### src/rtl/cpu_types_pkg.sv
// cpu_types_pkg: shared CPU-side type definitions for memory arbitration
package cpu_types_pkg;
  typedef enum logic [1:0] {FREE, BUSY, ACCESS, ERROR} ramstate_t;
  typedef enum logic [1:0] {IDLE, DSERV, ISERV} arb_state_t;
endpackage

### src/rtl/flex_counter.sv
// flex_counter: generic up counter with synchronous clear and count enable
module flex_counter #(
  parameter int NUM_CNT_BITS = 4
) (
  input  logic                    CLK,
  input  logic                    nRST,
  input  logic                    clear,
  input  logic                    count_enable,
  output logic [NUM_CNT_BITS-1:0] count_out
);
  // clear wins over enable; the caller decides when counting should stop
  always_ff @(posedge CLK, negedge nRST)
    if (!nRST) count_out <= '0;
    else if (clear) count_out <= '0;
    else if (count_enable) count_out <= count_out + 1'b1;
endmodule

### src/rtl/mem_arbiter.sv
// mem_arbiter: shares one RAM port between icache and dcache with starvation guard
module mem_arbiter
  import cpu_types_pkg::*;
#(
  parameter int STARVE_LIMIT = 4
) (
  input  logic        CLK,
  input  logic        nRST,
  input  logic        iREN,
  input  logic [31:0] iaddr,
  output logic        iwait,
  output logic [31:0] iload,
  input  logic        dREN,
  input  logic        dWEN,
  input  logic [31:0] daddr,
  input  logic [31:0] dstore,
  output logic        dwait,
  output logic [31:0] dload,
  output logic        ramREN,
  output logic        ramWEN,
  output logic [31:0] ramaddr,
  output logic [31:0] ramstore,
  input  logic [31:0] ramload,
  input  logic [1:0]  ramstate
);
  localparam int CW = $clog2(STARVE_LIMIT + 1);
  arb_state_t state, next_state;
  logic [CW-1:0] starve;
  logic dreq, acc, sat;
  assign dreq = dREN | dWEN;
  assign acc  = ramstate == ACCESS;
  assign sat  = starve == CW'(STARVE_LIMIT);
  // grant decision: dcache wins ties until the icache has starved long enough;
  // a dcache grant is held for the whole block so words are never interleaved
  always_comb
    case (state)
      IDLE:    next_state = (dreq && !sat) ? DSERV : iREN ? ISERV : IDLE;
      DSERV:   next_state = dreq ? DSERV : IDLE;
      ISERV:   next_state = (acc || !iREN) ? IDLE : ISERV;
      default: next_state = IDLE;
    endcase
  // state register; reset abandons any transfer in flight
  always_ff @(posedge CLK, negedge nRST)
    if (!nRST) state <= IDLE;
    else state <= next_state;
  // counts denied icache cycles, saturating so the grant condition stays stable
  flex_counter #(.NUM_CNT_BITS(CW)) u_starve (
    .CLK          (CLK),
    .nRST         (nRST),
    .clear        (!iREN || (state != ISERV && next_state == ISERV)),
    .count_enable (iREN && state != ISERV && !sat),
    .count_out    (starve)
  );
  assign ramREN   = state == ISERV || (state == DSERV && dREN && !dWEN);
  assign ramWEN   = state == DSERV && dWEN;
  assign ramaddr  = state == DSERV ? daddr : state == ISERV ? iaddr : '0;
  assign ramstore = state == DSERV ? dstore : '0;
  assign dwait    = !(state == DSERV && acc);
  assign iwait    = !(state == ISERV && acc);
  assign dload    = ramload;
  assign iload    = ramload;
endmodule

### config.mk
export PLATFORM = sky130hd
export DESIGN_NAME = mem_arbiter
export DESIGN_NICKNAME = d
export VERILOG_FILES = /design/src/rtl/cpu_types_pkg.sv /design/src/rtl/flex_counter.sv /design/src/rtl/mem_arbiter.sv
export SDC_FILE = /design/constraint.sdc
export NUM_CORES = 1
export LEC_CHECK = 0
export BUFFER_PORTS_ARGS = -buffer_cell sky130_fd_sc_hd__buf_2
export CAP_MARGIN = 30
export CORE_AREA = 2 2 103 105
export DETAILED_ROUTE_END_ITERATION = 12
export DIE_AREA = 0 0 105 107
export PLACE_DENSITY_LB_ADDON = 0.3
export SLEW_MARGIN = 10
export SYNTH_ARGS = -nofsm -noshare
export SYNTH_HDL_FRONTEND = slang
export SYNTH_SLANG_ARGS = --single-unit
export TNS_END_PERCENT = 20
### constraint.sdc
create_clock -name CLK -period 2.6 [get_ports CLK]
set_input_delay 0.65 -clock CLK [delete_from_list [all_inputs] [get_ports CLK]]
set_output_delay 0.65 -clock CLK [all_outputs]
set_load 0.005 [all_outputs]
==> flow_metrics.py, run 1 <==
metrics = {
    "floorplanning": {
        "io_pins": 267,
        "die_area_mm2": 0.0112,
        "die_x_um": 105,
        "rows": 37,
        "die_h_um": 107,
        "start_util_pct": 13.4,
        "design.core.area_mm2": 0.0101,
    },
    "setup_path": {
        "r2r-start": "u_starve.count_out[0]",
        "crit_path_start_kind": "register",
        "path_depth": 4,
        "worstReg2RegEnd": "state[1]",
        "critPathCaptureType": "primary output",
        "r2r_setup_slack_ns": 1.19,
        "worstPathMaxFanout": 36,
        "max_stage_delay_ns": 0.47,
        "crit_path_end": "ramaddr[21]",
        "worst-path-buf-inv": 2,
        "crit_start": "state[1]",
        "worstPathRequired_ns": 1.95,
        "critPathSlowestCell": "dfrtp_1",
        "cp.arrival_ns": 1.60,
        "reg2reg_depth": 5,
        "critPathTopFamily": "buffers and inverters",
        "critPathKind": "register to primary output",
        "path_cells": "nor2b_2, buf_4, a22o_1, buf_2",
    },
    "timing": {
        "rsz0062_at_grt": "false",
        "worstMarginPinSlew_ns": 0.435,
        "setup_viol": 0,
        "fin_skew_ns": 0.00389,
        "fin_crit_sh_pct": 86.6,
        "period_needed_ns": 2.25,
        "finalHoldViolations": 0,
        "max_freq_mhz": 444,
        "slew_headroom_pct": 70.8,
        "tns_ns": 0,
        "slew_viol_final": 0,
        "setup_slack_ns": 0.349,
    },
    "synth": {
        "synth_top_area_share_pct": 39.9,
        "async_flop_share_pct": 100,
        "yosysMostFrequentCell": "buf_4",
        "netlist-cell-type-count": 23,
        "synth_flop_cell": "dfrtp_1",
        "ys_seq_area_share_pct": 9.23,
        "syn_inst": 176,
        "ys_seq_elements": 5,
        "synth_top_cell_by_area": "buf_4",
        "synth_enable_flop_cells": 0,
        "syn_area_mm2": 0.00136,
        "synthTopCellsByArea": "buf_4 (40%), a22o_1 (21%), and2_1 (15%)",
        "syn_area_per_cell_um2": 7.70,
        "synthTopCellsByCount": "buf_4 (72), and2_1 (33), a22o_1 (32)",
        "synth_nets": 313,
        "yosysWarnings": 0,
    },
    "detailed_routing": {
        "ant_nets": 0,
        "avgViaCountPerCell": 3.76,
        "wl_per_cell_um": 13.3,
        "drc": 0,
        "first_iter_violations": 123,
        "vias": 1558,
        "wl_um": 5520,
        "firstDrtPassIters": 4,
    },
    "power": {
        "vdd_drop_max_uv": 358,
        "p_int_w": 0.000383,
        "p_switching_w": 0.000190,
        "seqPwrFrac_pct": 16.4,
        "combPwrFrac_pct": 58.7,
        "p_clk_share_pct": 25.0,
        "switching_share_pct": 33.2,
        "p_leak_nw": 1.08,
        "p_per_area_mw_per_mm2": 302,
    },
    "grt": {
        "grt_usage_pct": 8.47,
        "antenna_found_initial": 0,
        "grt_pass1_vias": 1466,
        "grt-ovfl-total": 0,
        "grt_pass1_wl_um": 7780,
        "grt_max_degree": 38,
    },
    "cts": {
        "clk_latency_ns": 0.22,
        "cts-root-buf": "clkbuf_8",
        "cts_inserted_buffers": 3,
        "postCtsSetupRepairBufs": 0,
        "cts_hold_buf": 0,
        "cts.htree.levels": 1,
        "cts_tree": "done",
        "cts_sinks": 5,
        "ctsResizeCount": 0,
        "cts.path.max_buffers": 2,
        "path_clk_slew_ns": 0.04,
    },
    "worst_hold_path": {
        "hold_class": "input port to async pin",
    },
    "layout": {
        "fin_util_pct": 18.8,
        "nNetsFinal": 416,
        "drive_above_1_share_pct": 64.4,
        "diodes": 0,
        "syn_to_final_growth_pct": 39.9,
        "n_fill_cell": 1199,
    },
    "job": {
        "drv_cap": 0,
    },
    "placed_design": {
        "dp_slack_ns": 0.582,
        "dp_hpwl_um": 4570,
        "globalplace.congestion": 0.803,
        "port-buffer-count": 170,
    },
    "status": {
        "status": "finished clean",
    },
}
==> metrics by stage <==
step / hold slack, ns / instances / area [µm²] / power, W
6_report: 0.241 / 414 / 1900 / 0.000573
5_1_grt: 0.240 / 414 / 1900 / 0.000621
3_5_place_dp: 0.473 / 410 / 1850 / 0.000432
3_3_place_gp: 0.472 / 410 / 1850 / 0.000432
4_1_cts: 0.239 / 414 / 1900 / 0.000581
2_1_floorplan: 0.354 / 176 / 1360 / 0.000327
==> final cells by class <==
| class | count | area, µm² | share of cell area, % |
|---|---|---|---|
| Timing Repair Buffer | 173 | 873 | 46.1 |
| Sequential cell | 5 | 125 | 6.60 |
| Clock buffer | 4 | 45.0 | 2.38 |
| Tap cell | 136 | 170 | 8.98 |
| Inverter | 4 | 15.0 | 0.792 |
| Multi-Input combinational cell | 92 | 667 | 35.2 |
==> cells in the final DEF (no fill, tap or decap), drive strengths merged, types with 2 or more instances in the layout <==
master / count
inv: 4
nand2: 3
nor2: 2
nor2b: 3
a21oi: 3
buf: 173
a22o: 32
clkbuf: 4
and2: 34
nor3: 3
dfrtp: 5
ha: 2
nand3: 2
o21ai: 2
==> layer usage <==
layer / wire length [µm] / track usage [%] / share of wire, % / vias up
li1: - / - / - / 743
met1: 2210 / 10.5 / 40 / 689
met2: 2680 / 14.4 / 49 / 120
met3: 598 / 3.40 / 11 / 6
met4: 27 / 0.476 / 0.49 / 0
met5: 0 / 0 / 0 / -
==> state kept, by name, summed over array words and instances (netlist names) <==
| signal | cells |
|---|---|
| u_starve.count_out | 3 |
| state | 2 |
==> kinds of logic after synthesis <==
group           Yosys count  synth area share (%)
simple gates             49                  21.8
fa+ha+maj                 2                  1.85
compound gates           41                  25.0
buf+inv                  79                  42.1
flops                     5                  9.23
==> worst min-delay path by stage <==
stage / startpoint / to / slack (ns) / cells past startpoint
floorplan: nRST / state[0] / 0.35 / 0
global placement: nRST / u_starve.count_out[2] / 0.47 / 1
detailed placement: nRST / u_starve.count_out[2] / 0.47 / 1
CTS: nRST / u_starve.count_out[0] / 0.24 / 1
global route: nRST / u_starve.count_out[0] / 0.24 / 1
finish: nRST / u_starve.count_out[0] / 0.24 / 1
==> power groups by stage <==
stage / logic, W / clock network [W] / registers [W]
4_1_cts: 0.000341 / 0.000147 / 0.0000936
2_1_floorplan: 0.000235 / 0 / 0.0000924
5_1_grt: 0.000370 / 0.000155 / 0.0000958
3_5_place_dp: 0.000338 / 0 / 0.0000945
3_3_place_gp: 0.000338 / 0 / 0.0000943
6_report: 0.000336 / 0.000143 / 0.0000938
Power figures use the tool's default switching activity.
==> inputs of run 2 (changes only) <==
--- a/config.mk
+++ b/config.mk
@@ -7,9 +7,11 @@
 export LEC_CHECK = 0
 export BUFFER_PORTS_ARGS = -buffer_cell sky130_fd_sc_hd__buf_2
 export CAP_MARGIN = 30
-export CORE_AREA = 2 2 103 105
+export CELL_PAD_IN_SITES_DETAIL_PLACEMENT = 0
+export CELL_PAD_IN_SITES_GLOBAL_PLACEMENT = 1
+export CORE_AREA = 2 2 104 106
 export DETAILED_ROUTE_END_ITERATION = 12
-export DIE_AREA = 0 0 105 107
+export DIE_AREA = 0 0 106 108
 export PLACE_DENSITY_LB_ADDON = 0.3
 export SLEW_MARGIN = 10
 export SYNTH_ARGS = -nofsm -noshare
==> run 2 against run 1 <==
Effect of this change: count of clock-buffer cells in the layout unchanged; critical path depth unchanged; first-iteration DRC count decreased by 63%; design area is 0.66% higher.
==> flow_metrics.py, run 2 (synthesized netlist as in run 1, its figures left out) <==
metrics = {
    "timing": {
        "slew_viol_final": 0,
        "worstMarginPinSlew_ns": 0.386,
        "fin_crit_sh_pct": 83.3,
        "slew_headroom_pct": 73.6,
        "tns_ns": 0,
        "setup_slack_ns": 0.434,
        "rsz0062_at_grt": "false",
        "max_freq_mhz": 462,
        "setup_viol": 0,
        "finalHoldViolations": 0,
        "period_needed_ns": 2.17,
        "fin_skew_ns": 0.000228,
    },
    "grt": {
        "grt-ovfl-total": 0,
        "grt_usage_pct": 8.82,
        "grt_pass1_wl_um": 7910,
        "grt_max_degree": 43,
        "antenna_found_initial": 0,
        "grt_pass1_vias": 1509,
    },
    "setup_path": {
        "worstPathRequired_ns": 1.95,
        "worst-path-buf-inv": 2,
        "r2r_setup_slack_ns": 1.15,
        "path_depth": 4,
        "crit_path_start_kind": "register",
        "max_stage_delay_ns": 0.44,
        "critPathKind": "register to primary output",
        "path_cells": "nor2b_4, buf_4, a22o_1, buf_2",
        "critPathSlowestCell": "dfrtp_1",
        "reg2reg_depth": 5,
        "cp.arrival_ns": 1.52,
        "critPathCaptureType": "primary output",
        "critPathTopFamily": "flip-flops",
        "worstPathMaxFanout": 42,
    },
    "detailed_routing": {
        "drc": 0,
        "wl_um": 5820,
        "wl_met1_um": 2020,
        "first_iter_violations": 45,
        "highest_layer": "met4",
        "ant_nets": 0,
        "wl_per_cell_um": 14.0,
        "avgViaCountPerCell": 3.73,
        "vias": 1550,
        "met2WireLength_um": 3080,
        "route.met3.wl_um": 616,
        "firstDrtPassIters": 4,
    },
    "layout": {
        "syn_to_final_growth_pct": 40.8,
        "fin_cells": 415,
        "regMostFlops": "u_starve.count_out",
        "nNetsFinal": 417,
        "diodes": 0,
        "final_common_cell": "buf_2",
        "final_cell_mix": "buf_2 (170), and2_1 (33), a22o_1 (32)",
        "drive_above_1_share_pct": 64.5,
        "largest_reg_flops": 3,
        "reg_top3": "u_starve.count_out: 3 flops, state: 2 flops",
    },
    "cts": {
        "cts_hold_buf": 0,
        "ctsResizeCount": 0,
        "cts_inserted_buffers": 3,
        "clk_latency_ns": 0.22,
        "path_clk_slew_ns": 0.04,
        "cts_sinks": 5,
        "postCtsSetupRepairBufs": 0,
        "cts-root-buf": "clkbuf_8",
        "cts.htree.levels": 1,
        "cts.path.max_buffers": 2,
        "cts_tree": "done",
    },
    "power": {
        "p_clk_share_pct": 25.5,
        "seqPwrFrac_pct": 16.3,
        "vdd_drop_max_uv": 190,
        "combPwrFrac_pct": 58.2,
        "p_per_area_mw_per_mm2": 301,
        "switching_share_pct": 33.3,
        "p_int_w": 0.000383,
        "p_leak_nw": 1.08,
        "fin_total_pwr_w": 0.000575,
        "p_switching_w": 0.000191,
    },
    "job": {
        "drv_cap": 0,
    },
    "placed_design": {
        "globalplace.congestion": 0.739,
        "dp_hpwl_um": 5010,
        "port-buffer-count": 170,
        "dp.cells": 411,
        "dp_slack_ns": 0.637,
    },
    "worst_hold_path": {
        "hold_class": "input port to async pin",
    },
    "floorplanning": {
        "die_area_mm2": 0.0114,
        "die_h_um": 108,
        "die_x_um": 106,
        "io_pins": 267,
        "rows": 37,
        "start_util_pct": 13.2,
        "design.core.area_mm2": 0.0102,
    },
    "status": {
        "status": "finished clean",
    },
}
[run 2: worst register-to-register path: stages, from the launching register on]
cell and delay, ns:
dfrtp_1 0.38, inv_1 0.08, ha_1 0.20, and2_2 0.19, nor3_1 0.05, a2111oi_0 0.41
[run 2: power by group through the flow]
stage	registers, W	clock network (W)	logic, W
3_3_place_gp	0.0000945	0	0.000342
3_5_place_dp	0.0000949	0	0.000341
6_report	0.0000939	0.000146	0.000334
2_1_floorplan	0.0000924	0	0.000235
5_1_grt	0.0000956	0.000159	0.000371
4_1_cts	0.0000940	0.000151	0.000343
[run 2: path summary, 6_finish.rpt]
path / from / to
setup reg to reg: u_starve.count_out[0] / state[1]
setup / recovery: state[0] / ramaddr[15]
min in group CLK: u_starve.count_out[1] / u_starve.count_out[1]
max in group asynchronous: nRST / state[0]
hold reg to reg: u_starve.count_out[1] / u_starve.count_out[1]
hold / removal: nRST / u_starve.count_out[2]
[run 2: cell type report]
| class | count | area, µm² |
|---|---|---|
| fillers | 1195 | 8320 |
| repair buffers | 174 | 881 |
| multi-input cells | 92 | 672 |
| well taps | 136 | 170 |
| flip-flops and latches | 5 | 125 |
| clock buffers | 4 | 45.0 |
| inverters | 4 | 15.0 |
[run 2: routing by layer]
metal,track usage [%],vias to the layer above
met5,0,-
met4,2.91,0
met3,2.65,17
met2,17.1,111
met1,9.06,679
li1,-,743
[run 2: stage by stage]
| step | util [%] | cell area [µm²] | hold WS [ns] |
|---|---|---|---|
| after detailed placement | 18.2 | 1860 | 0.474 |
| after global placement | 18.2 | 1860 | 0.470 |
| final | 18.6 | 1910 | 0.234 |
| after floorplan | - | 1360 | 0.354 |
| after CTS | 18.6 | 1910 | 0.235 |
| after global routing | 18.6 | 1910 | 0.231 |
==> inputs of run 3 (changes only) <==
--- a/config.mk
+++ b/config.mk
@@ -5,13 +5,14 @@
 export SDC_FILE = /design/constraint.sdc
 export NUM_CORES = 1
 export LEC_CHECK = 0
+export ABC_AREA = 1
 export BUFFER_PORTS_ARGS = -buffer_cell sky130_fd_sc_hd__buf_2
 export CAP_MARGIN = 30
 export CELL_PAD_IN_SITES_DETAIL_PLACEMENT = 0
 export CELL_PAD_IN_SITES_GLOBAL_PLACEMENT = 1
-export CORE_AREA = 2 2 104 106
+export CORE_MARGIN = 2
+export CORE_UTILIZATION = 13
 export DETAILED_ROUTE_END_ITERATION = 12
-export DIE_AREA = 0 0 106 108
 export PLACE_DENSITY_LB_ADDON = 0.3
 export SLEW_MARGIN = 10
 export SYNTH_ARGS = -nofsm -noshare
==> constraint.sdc (replaced) <==
create_clock -name CLK -period 1.75 [get_ports CLK]
set_input_delay 0.4375 -clock CLK [delete_from_list [all_inputs] [get_ports CLK]]
set_output_delay 0.4375 -clock CLK [all_outputs]
set_load 0.005 [all_outputs]
==> run 3 against run 2 <==
Effect of this change: the flow now finishes with violations (setup timing); sequential power rose by 47%; count of clock-buffer cells in the layout unchanged; global-route usage down 2.3 points; critical path depth increased by 2; clock skew increased by 0.0013 ns; first-iteration DRC count unchanged; clock power increased by 45%; sequential share of layout area shrank 0.45 points; critical path type unchanged; critical endpoint is now ramaddr[21]; largest cell class unchanged.
==> flow_metrics.py, run 3 <==
metrics = {
    "power": {
        "seqPwrFrac_pct": 15.5,
        "vdd_drop_max_uv": 422,
        "p_per_area_mw_per_mm2": 432,
        "p_leak_nw": 1.37,
        "p_clk_share_pct": 23.6,
        "p_switching_w": 0.000310,
        "combPwrFrac_pct": 60.9,
        "p_int_w": 0.000583,
        "switching_share_pct": 34.7,
    },
    "detailed_routing": {
        "drc": 0,
        "wl_per_cell_um": 11.0,
        "vias": 1643,
        "firstDrtPassIters": 4,
        "first_iter_violations": 45,
        "ant_nets": 0,
        "avgViaCountPerCell": 3.53,
        "wl_um": 5100,
    },
    "placed_design": {
        "port-buffer-count": 170,
        "dp_hpwl_um": 4090,
        "dp.cells": 458,
        "globalplace.congestion": 0.738,
        "place_area_mm2": 0.00192,
    },
    "timing": {
        "fin_crit_sh_pct": 100,
        "max_freq_mhz": 571,
        "setup_slack_ns": -0.00119,
        "period_needed_ns": 1.75,
        "setup_viol": 1,
        "slew_viol_final": 0,
        "finalHoldViolations": 0,
        "worstMarginPinSlew_ns": 0.230,
        "holdWs_ns": 0.0211,
        "fin_skew_ns": 0.00155,
        "slew_headroom_pct": 84.5,
        "rsz0062_at_grt": "true",
    },
    "synth": {
        "synthSimpleGateAreaFrac_pct": 16.5,
        "synth_mux_area_share_pct": 0,
        "synth_flop_cell": "dfrtp_1",
        "synth_fa_ha_area_share_pct": 1.75,
        "synth_top_area_share_pct": 33.6,
        "synth_compound_gate_area_share_pct": 21.9,
        "synth_nets": 356,
        "netlist-cell-type-count": 18,
        "synth_xor_xnor_area_share_pct": 0,
        "synthTopCellsByCount": "buf_4 (64), inv_1 (40), nor2_1 (37)",
        "syn_inst": 219,
        "synthTopCellsByArea": "buf_4 (34%), a22o_1 (20%), inv_1 (10%)",
        "ys_seq_elements": 5,
        "syn_area_per_cell_um2": 6.54,
        "syn_area_mm2": 0.00143,
        "synth_enable_flop_cells": 0,
        "ys_seq_area_share_pct": 8.74,
        "yosysWarnings": 0,
        "async_flop_share_pct": 100,
        "synth_top_family_by_area": "buffers and inverters",
        "synth_top_cell_by_area": "buf_4",
        "yosysMostFrequentCell": "buf_4",
    },
    "cts": {
        "path_clk_slew_ns": 0.03,
        "cts-root-buf": "clkbuf_8",
        "clk_latency_ns": 0.22,
        "cts_inserted_buffers": 3,
        "cts.htree.levels": 1,
        "cts_tree": "done",
        "cts_hold_buf": 0,
        "cts_sinks": 5,
        "cts.path.max_buffers": 2,
    },
    "layout": {
        "diodes": 0,
        "design_area_mm2": 0.00207,
        "fin_cells": 466,
        "reg_top3": "u_starve.count_out: 3 flops, state: 2 flops",
        "largest_reg_flops": 3,
        "drive_above_1_share_pct": 57.1,
        "final_common_cell": "buf_2",
        "fin_util_pct": 19.2,
        "regMostFlops": "u_starve.count_out",
        "n_fill_cell": 1225,
        "nNetsFinal": 464,
        "syn_to_final_growth_pct": 44.5,
        "final_cell_mix": "buf_2 (170), inv_1 (40), nor2_1 (37)",
    },
    "floorplanning": {
        "die_x_um": 109,
        "rows": 38,
        "die_h_um": 109,
        "design.core.area_mm2": 0.0108,
        "start_util_pct": 13.3,
        "io_pins": 267,
        "die_area_mm2": 0.0119,
    },
    "setup_path": {
        "crit_path_start_kind": "register",
        "cp.arrival_ns": 1.31,
        "critPathKind": "register to primary output",
        "worstPathMaxFanout": 9,
        "critPathCaptureType": "primary output",
        "worstPathRequired_ns": 1.31,
    },
    "status": {
        "violations": "setup timing",
        "status": "complete, but fails checks",
    },
    "job": {
        "drv_cap": 0,
    },
    "grt": {
        "grt_usage_pct": 6.50,
        "grt_max_degree": 34,
        "antenna_found_initial": 0,
        "grt-ovfl-total": 0,
        "grt_pass1_vias": 1372,
        "grt_pass1_wl_um": 6290,
    },
    "worst_hold_path": {
        "hold_class": "input port to async pin",
    },
}
[run 3: cell types whose count changed in the layout (fill, tap and decap cells not counted), sizes merged, moves of 2 or more]
cell | previous run | this run
a21oi | 3 | 1
and2 | 34 | 0
clkbuf | 4 | 6
inv | 4 | 44
nand2 | 3 | 15
nand3 | 2 | 4
nor2 | 2 | 37
nor2b | 3 | 0
nor3 | 3 | 0
[run 3: cells by family (layout without fill, tap and decap cells)]
group / after synthesis / count (layout)
buf+inv: 117 / 224
flops: 5 / 5
fa+ha+maj: 2 / 2
simple gates: 57 / 57
compound gates: 38 / 38
[run 3: path summary, 6_finish.rpt]
kind | from | endpoint | slack (ns) | cells past startpoint
worst min-delay path | nRST | u_starve.count_out[0] | 0.02 | 1
worst max register to register | u_starve.count_out[0] | u_starve.count_out[0] | 0.43 | 7
worst max-delay path | state[1] | ramaddr[21] | -0.001 | 6
worst min register to register | u_starve.count_out[2] | state[0] | 0.51 | 1
max in group asynchronous | nRST | state[1] | 1.59 | 1
min in group CLK | iREN | u_starve.count_out[1] | 0.49 | 3
[run 3: metrics by stage]
step / worst slack [ns] / total power [W] / setup TNS (ns)
global placement: 0.128 / 0.000648 / 0
global route: -0.0482 / 0.000985 / -1.46
floorplan: 0.374 / 0.000492 / 0
CTS: -0.00456 / 0.000867 / -0.00456
detailed placement: 0.116 / 0.000646 / 0
finish: -0.00119 / 0.000894 / -0.00119
[run 3: layer usage]
metal	global-route usage (%)	part of all wire, %	vias up
met2	12.3	52	84
met1	6.75	37	707
li1	-	-	836
met5	0	0	-
met4	2.29	1.6	0
met3	1.85	8.9	16
[run 3: power groups by stage]
stage / Sequential [W] / Clock [W] / Combinational, W
5_1_grt: 0.000141 / 0.000231 / 0.000613
4_1_cts: 0.000138 / 0.000218 / 0.000511
3_3_place_gp: 0.000139 / 0 / 0.000509
3_5_place_dp: 0.000139 / 0 / 0.000507
2_1_floorplan: 0.000138 / 0 / 0.000355
6_report: 0.000138 / 0.000211 / 0.000544
[run 3: repair_timing]
item | CTS | global route
endpoints found under the hold margin | 0 | 0
cloned | 0 | 3
resized for setup | 4 | 5
setup buffers | 0 | 1
pin swaps | 0 | 0
endpoints found under the setup margin | 59 | 34
[run 3: area by class of cell]
type	count	area [µm²]	share of cell area [%]
clock buffers	4	45.0	2.18
inverters	44	186	9.01
multi-input cells	97	584	28.3
flip-flops and latches	5	126	6.11
well taps	140	175	8.47
repair buffers	176	951	46.0
[run 3: worst max-delay path, cell delays in order, from the launching register on]
cell and delay (ns):
dfrtp_2 0.44, inv_2 0.09, nand2_4 0.07, inv_6 0.10, buf_12 0.13, a22o_1 0.14
buf_2 0.12
